`config.mk`:
```
export PLATFORM = sky130hd
export DESIGN_NAME = spi_slave_port
export DESIGN_NICKNAME = d
export VERILOG_FILES = /design/src/rtl/spi_slave_port_pkg.sv /design/src/rtl/spi_pin_sync.sv /design/src/rtl/spi_slave_port.sv
export SDC_FILE = /design/constraint.sdc
export NUM_CORES = 1
export LEC_CHECK = 0
export CORE_UTILIZATION = 25
export CTS_CLUSTER_SIZE = 24
export DETAILED_ROUTE_END_ITERATION = 7
export SLEW_MARGIN = 10
export SYNTH_ARGS = -nofsm -noshare
export SYNTH_HDL_FRONTEND = slang
export SYNTH_HIERARCHICAL = 1
export SYNTH_SLANG_ARGS = --single-unit
export TNS_END_PERCENT = 1
```
`constraint.sdc`:
```
create_clock -name clk -period 1.3 [get_ports clk]
set_input_delay 0.26 -clock clk [delete_from_list [all_inputs] [get_ports clk]]
set_output_delay 0.26 -clock clk [all_outputs]
set_load 0.03 [all_outputs]
```
`src/rtl/spi_slave_port_pkg.sv`:
```
// Shared definitions for the SPI slave endpoint: frame width default and FSM encoding.
package spi_slave_port_pkg;

    localparam int unsigned DATA_N_DEFAULT      = 8;
    localparam int unsigned SYNC_STAGES_DEFAULT = 2;

    typedef enum logic [1:0] {
        ST_IDLE  = 2'd0,
        ST_LOAD  = 2'd1,
        ST_SHIFT = 2'd2
    } state_t;

endpackage

```
`src/rtl/spi_pin_sync.sv`:
```
// Multi-flop synchroniser for one SPI pin with registered rise/fall pulses
// taken from the synchronised level and its one-cycle-delayed copy.
module spi_pin_sync #(
    parameter int unsigned SYNC_STAGES = 2
) (
    input  logic clk,
    input  logic n_reset,
    input  logic i_pin,
    output logic o_level,
    output logic o_rise,
    output logic o_fall
);

    logic [SYNC_STAGES-1:0] r_sync;
    logic                   r_last;
    logic                   r_rise;
    logic                   r_fall;

    always_ff @(posedge clk) begin
        if (!n_reset) begin
            r_sync <= '0;
            r_last <= 1'b0;
            r_rise <= 1'b0;
            r_fall <= 1'b0;
        end else begin
            r_sync <= {r_sync[SYNC_STAGES-2:0], i_pin};
            r_last <= r_sync[SYNC_STAGES-1];
            r_rise <= r_sync[SYNC_STAGES-1] & ~r_last;
            r_fall <= ~r_sync[SYNC_STAGES-1] & r_last;
        end
    end

    assign o_level = r_sync[SYNC_STAGES-1];
    assign o_rise  = r_rise;
    assign o_fall  = r_fall;

endmodule

```
`src/rtl/spi_slave_port.sv`:
```
// SPI slave endpoint on the system clock: oversampled pins, byte deserialiser
// into an rx holding register, and a single-entry tx buffer serialised on miso.
module spi_slave_port
    import spi_slave_port_pkg::*;
#(
    parameter bit          CPOL        = 1'b0,
    parameter bit          CPHA        = 1'b0,
    parameter int unsigned DATA_N      = DATA_N_DEFAULT,
    parameter int unsigned SYNC_STAGES = SYNC_STAGES_DEFAULT
) (
    input  logic              clk,
    input  logic              n_reset,
    input  logic              cs,
    input  logic              sck,
    input  logic              mosi,
    output logic              miso,
    output logic              miso_oe,
    input  logic [DATA_N-1:0] tx_data,
    input  logic              tx_we,
    output logic              tx_empty,
    output logic [DATA_N-1:0] rx_data,
    output logic              rx_full,
    input  logic              rx_rd,
    output logic              overrun,
    output logic              underrun
);

    localparam int unsigned CNT_W = $clog2(DATA_N);

    logic w_cs_s, w_cs_fall, w_unused_cs_rise;
    logic w_sck_rise, w_sck_fall, w_unused_sck_level;
    logic w_mosi_s, w_unused_mosi_rise, w_unused_mosi_fall;
    logic w_lead_edge, w_sample_edge, w_shift_edge;
    logic [DATA_N-1:0] w_load_val;

    state_t            r_state;
    logic [CNT_W-1:0]  r_bit_cnt;
    logic [DATA_N-2:0] r_rx_sh;
    logic [DATA_N-1:0] r_tx_sh;
    logic [DATA_N-1:0] r_tx_buf;
    logic [DATA_N-1:0] r_rx_data;
    logic              r_tx_empty;
    logic              r_rx_full;
    logic              r_overrun;
    logic              r_underrun;
    logic              r_pend_under;
    logic              r_miso;
    logic              r_miso_oe;

    spi_pin_sync #(.SYNC_STAGES(SYNC_STAGES)) u_sync_cs (
        .clk(clk), .n_reset(n_reset), .i_pin(cs),
        .o_level(w_cs_s), .o_rise(w_unused_cs_rise), .o_fall(w_cs_fall)
    );

    spi_pin_sync #(.SYNC_STAGES(SYNC_STAGES)) u_sync_sck (
        .clk(clk), .n_reset(n_reset), .i_pin(sck),
        .o_level(w_unused_sck_level), .o_rise(w_sck_rise), .o_fall(w_sck_fall)
    );

    spi_pin_sync #(.SYNC_STAGES(SYNC_STAGES)) u_sync_mosi (
        .clk(clk), .n_reset(n_reset), .i_pin(mosi),
        .o_level(w_mosi_s), .o_rise(w_unused_mosi_rise), .o_fall(w_unused_mosi_fall)
    );

    // Leading edge leaves the idle level; CPHA picks which edge samples.
    assign w_lead_edge   = (CPOL == 1'b1) ? w_sck_fall : w_sck_rise;
    assign w_sample_edge = (CPHA == 1'b1) ? (w_sck_rise ^ w_sck_fall) & ~w_lead_edge : w_lead_edge;
    assign w_shift_edge  = (CPHA == 1'b1) ? w_lead_edge : (w_sck_rise ^ w_sck_fall) & ~w_lead_edge;

    // A same-cycle tx_we bypasses the buffer; an empty buffer sends all ones.
    assign w_load_val = tx_we      ? tx_data :
                        r_tx_empty ? {DATA_N{1'b1}} : r_tx_buf;

    always_ff @(posedge clk) begin
        if (!n_reset) begin
            r_state      <= ST_IDLE;
            r_bit_cnt    <= '0;
            r_rx_sh      <= '0;
            r_tx_sh      <= '0;
            r_tx_buf     <= '0;
            r_rx_data    <= '0;
            r_tx_empty   <= 1'b1;
            r_rx_full    <= 1'b0;
            r_overrun    <= 1'b0;
            r_underrun   <= 1'b0;
            r_pend_under <= 1'b0;
            r_miso       <= 1'b1;
            r_miso_oe    <= 1'b0;
        end else begin
            r_overrun  <= 1'b0;
            r_underrun <= 1'b0;
            if (rx_rd) begin
                r_rx_full <= 1'b0;
            end
            if (tx_we) begin
                r_tx_buf   <= tx_data;
                r_tx_empty <= 1'b0;
            end
            if (w_cs_s) begin
                r_state      <= ST_IDLE;
                r_bit_cnt    <= '0;
                r_miso       <= 1'b1;
                r_miso_oe    <= 1'b0;
                r_pend_under <= 1'b0;
            end else begin
                case (r_state)
                    ST_IDLE: begin
                        if (w_cs_fall) begin
                            r_state <= ST_LOAD;
                        end
                    end
                    ST_LOAD: begin
                        r_tx_empty   <= 1'b1;
                        r_pend_under <= r_tx_empty & ~tx_we;
                        r_miso_oe    <= 1'b1;
                        r_state      <= ST_SHIFT;
                        if (CPHA == 1'b0) begin
                            r_miso  <= w_load_val[DATA_N-1];
                            r_tx_sh <= {w_load_val[DATA_N-2:0], 1'b0};
                        end else begin
                            r_tx_sh <= w_load_val;
                        end
                    end
                    ST_SHIFT: begin
                        if (w_sample_edge) begin
                            // Underrun is flagged once the dummy byte actually starts moving.
                            if (r_bit_cnt == '0) begin
                                r_underrun <= r_pend_under;
                            end
                            if (r_bit_cnt == CNT_W'(DATA_N - 1)) begin
                                r_rx_data <= {r_rx_sh, w_mosi_s};
                                r_rx_full <= 1'b1;
                                r_overrun <= r_rx_full & ~rx_rd;
                                r_bit_cnt <= '0;
                                r_state   <= ST_LOAD;
                            end else begin
                                r_rx_sh   <= {r_rx_sh[DATA_N-3:0], w_mosi_s};
                                r_bit_cnt <= r_bit_cnt + CNT_W'(1);
                            end
                        end
                        // In CPHA=0 the edge after the last sample must not disturb the reloaded MSB.
                        if (w_shift_edge && ((CPHA == 1'b1) || (r_bit_cnt != '0))) begin
                            r_miso  <= r_tx_sh[DATA_N-1];
                            r_tx_sh <= {r_tx_sh[DATA_N-2:0], 1'b0};
                        end
                    end
                    default: begin
                        r_state <= ST_IDLE;
                    end
                endcase
            end
        end
    end

    assign miso     = r_miso;
    assign miso_oe  = r_miso_oe;
    assign tx_empty = r_tx_empty;
    assign rx_data  = r_rx_data;
    assign rx_full  = r_rx_full;
    assign overrun  = r_overrun;
    assign underrun = r_underrun;

endmodule

```
==> reports/results.ini <==
[die]
die_h_um=95.37
core_um2=8341
rows=33
dieArea_um2=9095
ios=29
die_w_um=95.37
start_util=0.2613

[timing]
fmax_ghz=0.7632
period_minus_slack_ps=1310
relSlewSlack=0.7750
maxSlewViolCount=0
fin_ws_ps=-10.20
worst_pin_slew_ps=338.8
setup_tns_ps=-29.66
final.setup_skew_ps=4.125
hold_viol=0
hold_ws_ps=446.0
grt_setup_unrepaired=true
setup_viol=7
period_share=1.008

[drt]
wl_um=4347
postRouteAntennaNets=0
via_count=1609
routedWlPerCell_um=11.81
drc=0
dr.pass1.iters=4
dr.first_iter.drc_count=39
via_per_inst=4.372

[placement]
portBuffers=28
place_area_um2=2720
dp.cells=360
hpwl_um=3049
place_congestion=0.7661

[pwr]
pwr-share-clk=0.409
swShare=0.2049
leakage_nw=1.193
ir_drop_v=0.0006020
p_sw_mw=0.6534
power_density_nw_per_um2=1100
combPwrFrac=0.066
seqPwrFrac=0.525
intPower_mw=2.535

[global_route]
grt_antenna_before_repair=0
grt_usage=0.09747
grt_max_degree=34
overflow=0
grt_pass1_wl_um=6844
grt_pass1_vias=1491

[layout]
nets=281
antenna_cells=0
final_cells=368
fillers=850
finalInstanceArea_um2=2898
drive_above_1_share=0.2510
area_growth_pct=32.95

[setup_path]
end_kind=flop
cp-start-kind=flop
cp_slowest_stage_delay_ps=360
cp_slowest_cell=dfxtp_2
crit_family=adder cells
cp_max_fo=9
worst_ep_required_time_ps=1500
path_buf_inv=1
arrival_ps=1510
path_class=reg -> reg
crit_path_cell_trace=ha_2 -> ha_2 -> nand4_1 -> buf_12 -> mux2i_1
cpMostUsedCell=ha_2

[clock_tree]
clk_pin_slew_ps=100
clkSinkCount=53
cts_tree=done
clockBufferDepth=2
ctsHtreeMaxLevel=2
hold_buffers=0
cts_buffers=5
cts-root-buf=clkbuf_8
clock_latency_ps=300

[yosys]
syn_inst=217
syn_nets=236
avgSynthCellArea_um2=10.04
syn-cell-area_um2=2180
yosys_warnings=6

[outcome]
violations=negative setup slack
status=finished with violations

[job]
drv_cap=0

[min_path]
min-delay-path-class=reg -> reg

-- power groups by stage --
stage               logic (mW)  clock network [mW]  registers, mW
finish                   0.211                1.30           1.67
global route             0.229                1.39           1.68
CTS                      0.213                1.34           1.68
detailed placement       0.213                   0           1.71
global placement         0.210                   0           1.71
floorplan                0.111                   0           1.71
-- routing by layer --
metal,GRT usage,wire length (um),up-vias
li1,-,-,833
met1,0.1221,2218,742
met2,0.1637,1894,32
met3,0.02951,223,2
met4,0.02239,10,0
met5,0,0,-
-- registers in the layout, summed over array words and instances (netlist names), 2 cells and up --
register / cells
r_bit_cnt: 3
r_rx_sh: 7
u_sync_mosi/r_sync: 2
u_sync_cs/r_sync: 2
r_tx_buf: 8
r_state: 2
r_tx_sh: 7
rx_data: 8
u_sync_sck/r_sync: 2
-- through the flow --
| step | util | setup slack (ps) | power (mW) |
|---|---|---|---|
| 3_5_place_dp | 0.3261 | -393.8 | 1.926 |
| 5_1_grt | 0.3474 | -67.29 | 3.301 |
| 6_report | 0.3474 | -10.20 | 3.188 |
| 2_1_floorplan | - | -48.66 | 1.820 |
| 3_3_place_gp | 0.3261 | -347.5 | 1.922 |
| 4_1_cts | 0.3444 | -11.61 | 3.227 |
-- final cells by class --
type	count	area [um2]	area share
repair buffers	50	473.0	0.1632
clock buffers	5	68.82	0.02375
well taps	105	131.4	0.04534
clock inverters	3	65.06	0.02245
multi-input cells	147	1071	0.3696
inverters	5	18.77	0.006477
flip-flops and latches	53	1070	0.3692
-- cells in the final DEF (no fill, tap or decap), drive strengths merged, types with 6 or more instances in the layout --
cell           instances
a311o                  6
nor2                   7
clkdlybuf4s50         13
dfxtp                 53
nor3b                  9
buf                   32
nor2b                  7
and2                   8
a21oi                 10
nand2                 33
nand2b                10
o21bai                 6
mux2i                 26
-- worst register-to-register path: cells and delay by family (launching register included) --
kind / cells / cell delay, ps
multiplexers: 1 / 120
flip-flops: 1 / 360
AND/OR/NAND/NOR: 1 / 140
buffers and inverters: 1 / 200
adder cells (fa/ha/maj): 2 / 400
-- final timing paths --
path / start / endpoint / slack [ps] / cells past startpoint
worst min-delay path: r_pend_under / underrun / 450 / 2
worst min register to register: r_pend_under / underrun / 450 / 2
worst max register to register: r_bit_cnt[0] / rx_data[6] / -10 / 5
worst max-delay path: r_bit_cnt[0] / rx_data[6] / -10 / 5
-- what timing repair did --
action | CTS | global route
endpoints found under the setup margin | 31 | 30
resized for setup | 16 | 7
buffers inserted | 0 | 0
gates cloned | 0 | 0
pin swaps | 2 | 1
No activity file was read; power rests on OpenSTA's default activity.
